### src/rtl/writeback_unit_pkg.sv
// Shared core definitions for the writeback stage: load-op encodings, FSM
// state encoding and the register-file write record.
package writeback_unit_pkg;

  typedef enum logic [2:0] {
    LD_NONE = 3'd0,
    LD_LB   = 3'd1,
    LD_LBU  = 3'd2,
    LD_LH   = 3'd3,
    LD_LHU  = 3'd4,
    LD_LW   = 3'd5,
    LD_LWL  = 3'd6,
    LD_LWR  = 3'd7
  } ldop_e;

  localparam logic [1:0] ST_IDLE  = 2'd0;
  localparam logic [1:0] ST_WAIT  = 2'd1;
  localparam logic [1:0] ST_DRAIN = 2'd2;

  typedef struct packed {
    logic [3:0]  we;
    logic [4:0]  waddr;
    logic [31:0] wdata;
  } wr_t;

  // GPR 0 is hardwired to zero, so any write aimed at it is suppressed.
  function automatic wr_t mask_r0(input wr_t w);
    wr_t r;
    r = w;
    if (w.waddr == 5'd0) begin
      r.we = 4'b0000;
    end
    return r;
  endfunction

endpackage

### src/rtl/writeback_unit_if.sv
// MEM-stage, data-bus response and register-file write signals of the
// writeback stage; slave is the writeback unit, master is its environment.
interface writeback_unit_if;
  import writeback_unit_pkg::*;

  logic        mem_valid;
  logic [3:0]  mem_wreg;
  logic [4:0]  mem_wraddr;
  logic [31:0] mem_alures;
  ldop_e       mem_ldop;
  logic [1:0]  mem_addrlo;
  logic        dbus_rvalid;
  logic [31:0] dbus_rdata;
  logic        wb_flush;
  logic        wb_stall;
  logic [3:0]  we;
  logic [4:0]  waddr;
  logic [31:0] wdata;

  modport slave (
    input  mem_valid, mem_wreg, mem_wraddr, mem_alures, mem_ldop, mem_addrlo,
    input  dbus_rvalid, dbus_rdata, wb_flush,
    output wb_stall, we, waddr, wdata
  );

  modport master (
    output mem_valid, mem_wreg, mem_wraddr, mem_alures, mem_ldop, mem_addrlo,
    output dbus_rvalid, dbus_rdata, wb_flush,
    input  wb_stall, we, waddr, wdata
  );

endinterface

### src/rtl/writeback_unit_load_align.sv
// Combinational load alignment: selects, shifts and extends the bus word for
// the given load type and address, and produces the matching byte enables.
module load_align
  import writeback_unit_pkg::*;
(
  input  ldop_e       ldop_i,
  input  logic [1:0]  addrlo_i,
  input  logic [31:0] rdata_i,
  output logic [3:0]  we_o,
  output logic [31:0] wdata_o
);

  logic [7:0]  byte_sel;
  logic [15:0] half_sel;
  logic [1:0]  lwl_shift;

  always_comb begin
    byte_sel  = rdata_i[{addrlo_i, 3'b000} +: 8];
    half_sel  = addrlo_i[1] ? rdata_i[31:16] : rdata_i[15:0];
    lwl_shift = 2'd3 - addrlo_i;
    we_o      = 4'b0000;
    wdata_o   = 32'h0;
    case (ldop_i)
      LD_LB: begin
        we_o    = 4'b1111;
        wdata_o = {{24{byte_sel[7]}}, byte_sel};
      end
      LD_LBU: begin
        we_o    = 4'b1111;
        wdata_o = {24'h0, byte_sel};
      end
      LD_LH: begin
        we_o    = 4'b1111;
        wdata_o = {{16{half_sel[15]}}, half_sel};
      end
      LD_LHU: begin
        we_o    = 4'b1111;
        wdata_o = {16'h0, half_sel};
      end
      LD_LW: begin
        we_o    = 4'b1111;
        wdata_o = rdata_i;
      end
      // Unaligned pairs: LWL fills the top bytes, LWR the bottom bytes; the
      // shifts leave the untouched bytes zero.
      LD_LWL: begin
        we_o    = 4'b1111 << lwl_shift;
        wdata_o = rdata_i << {lwl_shift, 3'b000};
      end
      LD_LWR: begin
        we_o    = 4'b1111 >> addrlo_i;
        wdata_o = rdata_i >> {addrlo_i, 3'b000};
      end
      default: begin
        we_o    = 4'b0000;
        wdata_o = 32'h0;
      end
    endcase
  end

endmodule

### src/rtl/writeback_unit.sv
// Writeback stage: registers ALU results or aligned load data into the
// register-file write port, stalling MEM while a load response is outstanding.
module writeback_unit
  import writeback_unit_pkg::*;
(
  input  logic             clk,
  input  logic             rst,
  writeback_unit_if.slave  wb
);

  logic [1:0]  state_q, state_d;
  logic [4:0]  ld_waddr_q, ld_waddr_d;
  ldop_e       ld_op_q, ld_op_d;
  logic [1:0]  ld_addrlo_q, ld_addrlo_d;
  wr_t         out_q, out_d;
  wr_t         pend_q, pend_d;
  logic        pend_vld_q, pend_vld_d;

  logic        stall;
  logic        accept;
  logic        is_load;
  logic        complete;
  logic [3:0]  align_we;
  logic [31:0] align_wdata;
  wr_t         mem_wr;
  wr_t         sel_wr;

  load_align u_align (
    .ldop_i   (ld_op_q),
    .addrlo_i (ld_addrlo_q),
    .rdata_i  (wb.dbus_rdata),
    .we_o     (align_we),
    .wdata_o  (align_wdata)
  );

  always_comb begin
    stall    = ((state_q == ST_WAIT) && !wb.dbus_rvalid) || (state_q == ST_DRAIN);
    accept   = wb.mem_valid && !stall && !wb.wb_flush;
    is_load  = (wb.mem_ldop != LD_NONE);
    complete = (state_q == ST_WAIT) && wb.dbus_rvalid && !wb.wb_flush;
    mem_wr.we    = wb.mem_wreg;
    mem_wr.waddr = wb.mem_wraddr;
    mem_wr.wdata = wb.mem_alures;
  end

  // A non-load accepted in the cycle a load completes cannot share the single
  // write port, so it waits one cycle in pend_q; it stays there only while
  // back-to-back non-loads keep arriving, and a load always lets it drain.
  always_comb begin
    sel_wr      = out_q;
    sel_wr.we   = 4'b0000;
    pend_d      = pend_q;
    pend_vld_d  = 1'b0;
    if (complete) begin
      sel_wr.we    = align_we;
      sel_wr.waddr = ld_waddr_q;
      sel_wr.wdata = align_wdata;
    end else if (pend_vld_q) begin
      sel_wr = pend_q;
    end else if (accept && !is_load) begin
      sel_wr = mem_wr;
    end
    if (accept && !is_load && (complete || pend_vld_q)) begin
      pend_d     = mem_wr;
      pend_vld_d = 1'b1;
    end
    out_d = mask_r0(sel_wr);
  end

  always_comb begin
    state_d     = state_q;
    ld_waddr_d  = ld_waddr_q;
    ld_op_d     = ld_op_q;
    ld_addrlo_d = ld_addrlo_q;
    case (state_q)
      ST_IDLE: state_d = ST_IDLE;
      ST_WAIT: begin
        if (wb.dbus_rvalid) begin
          state_d = ST_IDLE;
        end else if (wb.wb_flush) begin
          state_d = ST_DRAIN;
        end
      end
      ST_DRAIN: begin
        if (wb.dbus_rvalid) begin
          state_d = ST_IDLE;
        end
      end
      default: state_d = ST_IDLE;
    endcase
    if (accept && is_load) begin
      state_d     = ST_WAIT;
      ld_waddr_d  = wb.mem_wraddr;
      ld_op_d     = wb.mem_ldop;
      ld_addrlo_d = wb.mem_addrlo;
    end
  end

  always_ff @(posedge clk or posedge rst) begin
    if (rst) begin
      state_q     <= ST_IDLE;
      ld_waddr_q  <= 5'd0;
      ld_op_q     <= LD_NONE;
      ld_addrlo_q <= 2'd0;
      out_q       <= '0;
      pend_q      <= '0;
      pend_vld_q  <= 1'b0;
    end else begin
      state_q     <= state_d;
      ld_waddr_q  <= ld_waddr_d;
      ld_op_q     <= ld_op_d;
      ld_addrlo_q <= ld_addrlo_d;
      out_q       <= out_d;
      pend_q      <= pend_d;
      pend_vld_q  <= pend_vld_d;
    end
  end

  // Reset is asynchronous, so the combinational stall must also drop at once.
  assign wb.wb_stall = stall && !rst;
  assign wb.we       = out_q.we;
  assign wb.waddr    = out_q.waddr;
  assign wb.wdata    = out_q.wdata;

endmodule

### src/flat_wrapper.sv
// flat-port wrapper written by rule: the top's interface ports become plain ports
module writeback_unit_flat import writeback_unit_pkg::*;
  (clk, rst, wb_mem_valid, wb_mem_wreg, wb_mem_wraddr, wb_mem_alures, wb_mem_ldop, wb_mem_addrlo, wb_dbus_rvalid, wb_dbus_rdata, wb_wb_flush, wb_wb_stall, wb_we, wb_waddr, wb_wdata);
  writeback_unit_if wb_i ();
  input  logic clk;
  input  logic rst;
  input wire logic [$bits(wb_i.mem_valid)-1:0] wb_mem_valid;
  input wire logic [$bits(wb_i.mem_wreg)-1:0] wb_mem_wreg;
  input wire logic [$bits(wb_i.mem_wraddr)-1:0] wb_mem_wraddr;
  input wire logic [$bits(wb_i.mem_alures)-1:0] wb_mem_alures;
  input wire logic [$bits(wb_i.mem_ldop)-1:0] wb_mem_ldop;
  input wire logic [$bits(wb_i.mem_addrlo)-1:0] wb_mem_addrlo;
  input wire logic [$bits(wb_i.dbus_rvalid)-1:0] wb_dbus_rvalid;
  input wire logic [$bits(wb_i.dbus_rdata)-1:0] wb_dbus_rdata;
  input wire logic [$bits(wb_i.wb_flush)-1:0] wb_wb_flush;
  output wire logic [$bits(wb_i.wb_stall)-1:0] wb_wb_stall;
  output wire logic [$bits(wb_i.we)-1:0] wb_we;
  output wire logic [$bits(wb_i.waddr)-1:0] wb_waddr;
  output wire logic [$bits(wb_i.wdata)-1:0] wb_wdata;
  assign wb_i.mem_valid = wb_mem_valid;
  assign wb_i.mem_wreg = wb_mem_wreg;
  assign wb_i.mem_wraddr = wb_mem_wraddr;
  assign wb_i.mem_alures = wb_mem_alures;
  assign wb_i.mem_ldop = wb_mem_ldop;
  assign wb_i.mem_addrlo = wb_mem_addrlo;
  assign wb_i.dbus_rvalid = wb_dbus_rvalid;
  assign wb_i.dbus_rdata = wb_dbus_rdata;
  assign wb_i.wb_flush = wb_wb_flush;
  assign wb_wb_stall = wb_i.wb_stall;
  assign wb_we = wb_i.we;
  assign wb_waddr = wb_i.waddr;
  assign wb_wdata = wb_i.wdata;
  writeback_unit u_core (.clk(clk), .rst(rst), .wb(wb_i));
endmodule
### config.mk
export PLATFORM = sky130hd
export DESIGN_NAME = writeback_unit_flat
export DESIGN_NICKNAME = d
export VERILOG_FILES = /design/src/rtl/writeback_unit_pkg.sv /design/src/rtl/writeback_unit_if.sv /design/src/rtl/writeback_unit_load_align.sv /design/src/rtl/writeback_unit.sv /design/src/flat_wrapper.sv
export SDC_FILE = /design/constraint.sdc
export NUM_CORES = 1
export LEC_CHECK = 0
export CORE_UTILIZATION = 48
export CTS_BUF_LIST = sky130_fd_sc_hd__clkbuf_4 sky130_fd_sc_hd__clkbuf_8
export DETAILED_ROUTE_END_ITERATION = 10
export GPL_ROUTABILITY_DRIVEN = 1
export PLACE_DENSITY = 0.79
export SETUP_SLACK_MARGIN = 0.4
export SLEW_MARGIN = 10
export SYNTH_ARGS = -nofsm -noshare
export SYNTH_HDL_FRONTEND = slang
export SYNTH_SLANG_ARGS = --single-unit
### constraint.sdc
create_clock -name clk -period 3.24 [get_ports clk]
set_clock_uncertainty 0.15 [all_clocks]
set_input_delay 0.81 -clock clk [delete_from_list [all_inputs] [get_ports clk]]
set_output_delay 0.81 -clock clk [all_outputs]
set_load 0.005 [all_outputs]
## Word level (Yosys, flattened, before mapping)

Cells that the tools add are included.

| storage, ports and cells | value |
|---|---|
| register bits after elaboration | 95 |
| word-level logic and storage cells | 62 |

| cells by class | value |
|---|---|
| add/subtract/negate cells | 1 |
| equality and inequality tests | 11 |
| shift operators | 5 |
| mux-type cells | 13 |
| reductions and logical operators | 21 |

Operators with widths:

| kind | count |
|---|---|
| 32-bit case mux with 7 select lines | 1 |
| 41-bit 2-to-1 mux | 3 |
| 32-bit by 6-bit variable part select with 8-bit output | 1 |
| 32-bit by 5-bit left shift with 32-bit output | 1 |
| 32-bit by 5-bit right shift with 32-bit output | 1 |
| 16-bit 2-to-1 mux | 1 |
| 3-bit == test, second input constant | 4 |
| 4-bit case mux with 3 select lines | 1 |
| 1-bit logical AND | 9 |
| 2-bit 2-to-1 mux | 4 |
| 3-bit by 2-bit == test with 1-bit output, second input constant | 2 |
| 3-bit nonzero test | 2 |
| 1-bit zero test | 5 |
| 5-bit zero test | 1 |
| 5-bit OR reduction | 1 |
| 4-bit 2-to-1 mux | 1 |
| 4-bit inequality test, second input constant | 1 |
| 2-bit case mux with 2 select lines | 1 |
| 4-bit by 2-bit left shift with 4-bit output, first input constant | 1 |
| 4-bit by 2-bit right shift with 4-bit output, first input constant | 1 |
| 3-bit by 1-bit == test with 1-bit output, second input constant | 1 |
| 3-bit inequality test, second input constant | 1 |
| 2-bit by 1-bit == test with 1-bit output, second input constant | 1 |
| 2-bit == test, second input constant | 1 |
| other kinds (4) | 5 |

## Longest topological paths before layout

Gate-level depths: netlist of run 1.

| depth | value |
|---|---|
| word-level depth | 12 |
| gate-level depth with buffers | 9 |

## Modules after synthesis

Synthesis of run 1 repeated with hierarchy kept, for this count alone.

| second synthesis, totals | value |
|---|---|
| cells, all modules | 643 |
| area total of the unflattened synthesis | 6044.5 um^2 |

Modules (own cells, without submodules):

| module | instances | cells each | area an instance (um^2) | sequential area each (um^2) |
|---|---|---|---|---|
| writeback_unit | 1 | 390 | 4310.4 | 2377.3 |
| load_align | 1 | 253 | 1734.2 | 0.0 |

## Worst setup path after synthesis of run 1

OpenSTA, ideal clock, no wires.

| timing | value |
|---|---|
| path kind | input to register |
| from | in wb_mem_ldop[2] |
| to | reg u_core.pend_q[0] (netlist name) |
| library setup time | 0.127 ns |
| arrival | 2.665 ns |
| path slack | 0.297 ns |
| stages on the path | 7 |
| buffers on the path | 3 |
| path through | or3_4 -> or4_1 -> buf_2 -> buf_2 -> nor2_4 -> buf_6 -> mux2_1 |

| between the ends | value |
|---|---|
| word-level cells in the longest chain between the ends | 4 |

RTL lines:

| what | line | source |
|---|---|---|
| start, declared | flat_wrapper.sv:11 | `input wire logic [$bits(wb_i.mem_ldop)-1:0] wb_mem_ldop;` |
| 3-bit nonzero test | writeback_unit.sv:39 | `is_load = (wb.mem_ldop != LD_NONE);` |
| 1-bit zero test | writeback_unit.sv:63 | `if (accept && !is_load && (complete \|\| pend_vld_q)) begin` |
| 1-bit logical AND (2 in series) | writeback_unit.sv:63 |  |
| end signal, assigned | writeback_unit.sv:114 | `pend_q <= pend_d;` |
| end, declared | writeback_unit.sv:16 | `wr_t pend_q, pend_d;` |

No other way between the ends.
A chain may end at the register's enable or synchronous reset.

==> metrics.txt, run 1 <==
unrepaired setup endpoints after global routing false; Slew HR between 50% and 60%; Worst R2R End u_core.wb.wdata[12]; Layout Nets 798; drt first pass iters 8; vias in the first global route 5556; core area around 0.012 mm^2; CP Capture Type flop; GPL Wtd Cong between 0.9 and 1; CTS tree built; worst hold path class reg -> reg; Post-Syn Area between 0.005 and 0.006 mm^2; root buffer cell clkbuf_8; largest net degree at the start of global routing 49; H-tree depth 3; predominant post-synthesis flop cell dfrtp_1; Hold EP u_core.pend_q[35]; TritonCTS buffer count 9; Data arrival, critical path 2.90 ns; period utilization 86.8%; mean area per synthesized cell just under 10 um^2; initial antenna violation count 0; routed via count approximately 5500; Max VDD drop ~330 uV; Clock Path Buffers 2; status finished with violations; commonest non-fill, non-tap cell in the layout clkdlybuf4s50_1; FP Rows 39; drt initial violations 530; Worst-path clk slew 0.09 ns; Final Hold Vio Count 0; layout cells sized above 1 about 16%; Synth Instances approximately 580; # clock sinks 95; R2R cell count 7; DRC 14; Die Y around 110 um; number of synthesized flops with an enable pin 0; Netlist cell types 56; Hold Buf Count CTS 0; MaxCap Viol Count 0; highest-delay cell along the critical path or4_4; # IOs ~130; CP Data Required Time approximately 3.3 ns; Port Buffers ~120; via-per-instance ratio around 6.4; Hold Path Cell Cnt 1; Crit path largest cell delay roughly 0.56 ns; routed wire length about 18000 um; Final setup viols 0; Ant. Diodes 0; Max Slew Vio Count 0; clock latency on the worst-skew pair approximately 0.38 ns; worst-margin pin slew between 0.7 and 0.8 ns; Die ar. around 0.012 mm^2; Setup TNS Final 0 ns; Initial Utilization between 40 and 50%; All-Layer GR Usage 30.0%; Die X roughly 110 um; startpoint types input port; Synth Warn # 0; critical path's most frequent cell buf_4; PwrDens 537 mW/mm^2; peak fanout along the critical path 4; most frequent cells in the layout 117 x clkdlybuf4s50_1, 95 x dfrtp_1, 44 x a21oi_1, 44 x buf_4, 43 x nor2_1; Synth async-reset ratio 100%; sequential-to-total area share from yosys stat around 42%; failing checks design-rule violations; Leak Pwr between 0.003 and 0.004 uW; RR Startpoint u_core.ld_op_q[0]; Yosys reg bits 95; worst setup margin around 0.43 ns; critical path cell sequence clkdlybuf4s15_1 > or3_4 > or4_4 > mux2i_1 > o21ai_1 > buf_4 > nor4_4 > buf_4 > a221oi_2; grt ovf 0; DP Cell Count roughly 840; first-pass GRT wire length ~29000 um; final cell count without fillers 860; drt wl/cell 21.1 um; Post-Syn Nets between 600 and 700; post-route ant nets 0; fin crit period approximately 2.8 ns; Detail Placement HPWL between 10000 and 15000 um; R2R Setup Slk ~0.53 ns; post-place setup slack -0.123 ns; Peak Freq 356 MHz; Hold Crit Start u_core.pend_q[35]; crit path kind in -> reg; Area growth syn-to-layout 33.8%
==> sequential cells by signal (all words and copies together) (netlist names) <==
name and flops:
u_core.pend_q 41, u_core.ld_op_q 3, u_core.ld_addrlo_q 2, u_core.wb.wdata 32, u_core.wb.we 4, u_core.ld_waddr_q 5, u_core.state_q 2, u_core.wb.waddr 5
u_core.pend_vld_q 1
==> worst max-delay path by stage <==
stage                   start  slack (ns)  depth (start not counted)                 end
3_5_place_dp   wb_mem_ldop[2]       -0.12                          7     u_core.wb.we[2]
5_1_grt        wb_mem_ldop[0]        0.38                          9     u_core.wb.we[3]
2_1_floorplan  wb_mem_ldop[2]        0.36                          7   u_core.pend_q[11]
6_report       wb_mem_ldop[0]        0.43                          9     u_core.wb.we[2]
4_1_cts        wb_mem_ldop[0]        0.40                          7     u_core.wb.we[3]
3_3_place_gp   wb_mem_ldop[2]       -0.04                          8  u_core.wb.wdata[7]
==> cell type report <==
class / instances / area (um^2)
Tap cell: 143 / 179
Inverter: 6 / 26.3
Timing Repair Buffer: 173 / 1670
Clock inverter: 6 / 90.1
Multi-Input combinational cell: 427 / 3180
Clock buffer: 10 / 138
Sequential cell: 95 / 2380
Fill cell: 889 / 3860
==> metrics by stage <==
| stage | instance area, um^2 | power, uW | utilization (%) | hold slack (ns) |
|---|---|---|---|---|
| 4_1_cts | 7600 | 4090 | 66.0 | 0.342 |
| 2_1_floorplan | 5760 | 2380 | - | 0.299 |
| 6_report | 7660 | 4110 | 66.5 | 0.338 |
| 3_5_place_dp | 7340 | 3170 | 63.8 | 0.319 |
| 5_1_grt | 7660 | 4320 | 66.5 | 0.350 |
| 3_3_place_gp | 7340 | 3120 | 63.8 | 0.310 |
==> critical path: cells and delay by family <==
kind	cells	cell delay, ns
AND/OR/NAND/NOR	3	1.22
buffers and inverters	3	0.52
multiplexers	1	0.19
AO/OA/AOI/OAI	2	0.14
==> per-layer routing <==
| layer | GRT usage (%) | routed length, um |
|---|---|---|
| met1 | 38.9 | 7320 |
| met2 | 49.3 | 8870 |
| met3 | 5.69 | 1330 |
| met4 | 12.3 | 613 |
| met5 | 0 | 0 |
==> synthesized netlist by cell type, drive strengths merged, types with 2 or more instances <==
master | number | share of area, %
nand2b | 3 | 0.33
nor2b | 6 | 0.66
a211oi | 10 | 1.3
nor4 | 2 | 0.48
inv | 6 | 0.39
o21a | 8 | 1.0
o31ai | 2 | 0.26
mux2 | 56 | 11
a31oi | 3 | 0.33
buf | 22 | 2.3
nor3 | 10 | 0.96
a221o | 6 | 1.0
dfrtp | 95 | 42
mux4 | 8 | 3.1
nor2 | 44 | 3.0
clkbuf | 27 | 1.8
o22ai | 19 | 2.1
a22o | 3 | 0.46
o21ai | 36 | 3.1
or2 | 2 | 0.22
and2 | 4 | 0.44
mux2i | 16 | 2.8
nand3 | 7 | 0.61
a21oi | 44 | 3.8
a22oi | 31 | 4.1
o2bb2ai | 8 | 1.2
a221oi | 17 | 2.6
nand2 | 41 | 2.7
a211o | 8 | 1.2
and3 | 8 | 0.87
nor3b | 2 | 0.26
ha | 3 | 0.66
o22a | 7 | 1.1
==> cell families after synthesis <==
logic type / after synthesis / synth area share [%]
mux: 80 / 17.0
xor+xnor: 1 / 0.153
simple gates: 135 / 11.5
buf+inv: 55 / 4.48
compound gates: 208 / 24.7
fa+ha+maj: 3 / 0.656
flops: 95 / 41.5
==> report_power, final <==
group	switching, uW	internal (uW)	total, uW
logic	735	901	1640
registers	168	1400	1570
clock network	443	460	903
==> what timing repair did <==
item / CTS / global route
endpoints found under the setup margin: 54 / 13
pin swaps: 8 / 5
buffers inserted: 1 / 4
cloned: 0 / 0
gates resized for setup: 14 / 10
No activity file was read; power rests on OpenSTA's default activity.
==> run 2, diff against run 1 <==
- SKIP_CTS_REPAIR_TIMING: default -> 1
==> metrics.txt, run 2 (synthesized netlist as in run 1, its figures left out) <==
Initial Utilization 49.7% (unchanged); design area 0.00765 mm^2 (about the same); FP Rows 39 (unchanged); Hold Path Cell Cnt 1 (unchanged); most frequent cells in the layout 118 x clkdlybuf4s50_1, 95 x dfrtp_1, 44 x a21oi_1, 43 x nor2_1, 42 x buf_4; Fillers 885 (-0.45%); commonest non-fill, non-tap cell in the layout clkdlybuf4s50_1; period utilization 88.3% (+1.5 points); fin crit period 2.86 ns (+0.0478 ns); CP Capture Type flop; # clock sinks 95 (unchanged); initial antenna violation count 0 (unchanged); peak fanout along the critical path 18 (+14); Die X 111 um (unchanged); DP Cell Count 839 (unchanged); Area growth syn-to-layout 33.7% (about the same); worst setup margin 0.380 ns (-0.0478 ns); Port Buffers 124 (unchanged); crit path kind reg -> reg; final cell count without fillers 858 (-0.23%); Data arrival, critical path 3.03 ns (+0.13 ns); RR Startpoint u_core.ld_op_q[0]; Hold EP u_core.pend_q[24]; clock power share 22.0% (about the same); startpoint types flop; root buffer cell clkbuf_8; DRC 14 (unchanged); Comb pwr share 39.7% (about the same); drt first pass iters 8 (unchanged); TritonCTS buffer count 9 (unchanged); post-route ant nets 0 (unchanged); All-Layer GR Usage 29.7% (-0.23 points); R2R Setup Slk 0.38 ns (-0.15 ns); largest net degree at the start of global routing 49 (unchanged); Peak Freq 350 MHz (-1.7%); failing checks design-rule violations; final core occ 66.4% (about the same); Ant. Diodes 0 (unchanged); Final setup viols 0 (unchanged); Max Slew Vio Count 0 (unchanged); Max VDD drop 334 uV (about the same); Flop pwr share 38.3% (about the same); Hold Crit Start u_core.pend_q[24]; Die Y 111 um (unchanged); drt wl/cell 21.1 um (about the same); routed wire length 18100 um (-0.19%); unrepaired setup endpoints after global routing true; via-per-instance ratio 6.43 (+0.62%); status finished with violations; post-place setup slack -0.123 ns (unchanged); core area 0.0115 mm^2 (unchanged); Worst-path clk slew 0.10 ns (about the same); Placed Instance Area 0.00734 mm^2 (unchanged); # IOs 125 (unchanged); Final Hold Vio Count 0 (unchanged); layout cells sized above 1 15.8% (-0.51 points); Layout Nets 796 (-0.25%); drt initial violations 466 (-12%); first-pass GRT wire length 28900 um (-0.41%); clock latency on the worst-skew pair 0.38 ns (about the same); CTS tree built; Clock Path Buffers 2 (unchanged); largest register by flop count u_core.pend_q; H-tree depth 3 (unchanged); Slew HR 52.8% (+0.22 points); GPL Wtd Cong 0.934 (unchanged); grt ovf 0 (unchanged); vias in the first global route 5530 (-0.47%); Die ar. 0.0124 mm^2 (unchanged); Setup TNS Final 0 ns (unchanged); Power Internal 2760 uW (-0.19%); routed via count 5519 (+0.38%); Detail Placement HPWL 13200 um (unchanged); R2R cell count 5 (-2); NetSw 1340 uW (-0.45%); max reg flops 41 (unchanged); MaxCap Viol Count 0 (unchanged); Worst R2R End u_core.wb.wdata[3]; PwrDens 536 mW/mm^2 (-0.18%); worst-margin pin slew 0.705 ns (-0.00431 ns); CP Data Required Time 3.41 ns (+0.08 ns); switching share of power 32.7% (-0.057 points); Leak Pwr 0.00329 uW (+0.93%); worst hold path class reg -> reg
-- run 2: power groups by stage --
stage | Combinational, uW | Clock (uW) | Sequential (uW)
2_1_floorplan | 836 | 0 | 1550
3_3_place_gp | 1550 | 0 | 1580
3_5_place_dp | 1580 | 0 | 1590
4_1_cts | 1590 | 912 | 1570
5_1_grt | 1750 | 958 | 1600
6_report | 1630 | 902 | 1570
-- run 2: per-stage QoR --
step / total power, uW / hold WS [ns]
finish: 4100 / 0.343
global route: 4310 / 0.350
CTS: 4070 / 0.342
detailed placement: 3170 / 0.319
global placement: 3120 / 0.310
floorplan: 2380 / 0.299
-- run 2: area by class of cell --
class / instances / area (um^2) / share of cell area (%)
well taps: 143 / 179 / 2.34
repair buffers: 171 / 1670 / 21.8
multi-input cells: 427 / 3170 / 41.4
inverters: 6 / 26.3 / 0.343
clock inverters: 6 / 90.1 / 1.18
clock buffers: 10 / 138 / 1.80
flip-flops and latches: 95 / 2380 / 31.1
-- run 2: how the worst max path moves through the flow --
stage | cells after the start | slack, ns | endpoint | startpoint
finish | 5 | 0.38 | u_core.wb.wdata[3] | u_core.ld_op_q[0]
CTS | 5 | 0.09 | wb_wb_stall | wb_dbus_rvalid
global placement | 8 | -0.04 | u_core.wb.wdata[7] | wb_mem_ldop[2]
floorplan | 7 | 0.36 | u_core.pend_q[11] | wb_mem_ldop[2]
global route | 5 | 0.28 | u_core.wb.wdata[3] | u_core.ld_op_q[0]
detailed placement | 7 | -0.12 | u_core.wb.we[2] | wb_mem_ldop[2]
-- run 2: critical path, cell delays in order, from the launching register on --
cell	delay, ns
dfrtp_1	0.73
and2_1	0.45
mux2i_1	0.13
o22ai_1	0.53
nor2b_1	0.58
a211o_1	0.22
-- run 2: layer usage --
metal	vias up	GRT usage (%)	part of all wire (%)
met5	-	0	0
met4	0	12.0	3.5
li1	2462	-	-
met3	50	5.41	7.7
met1	2702	38.8	41
met2	305	48.8	48
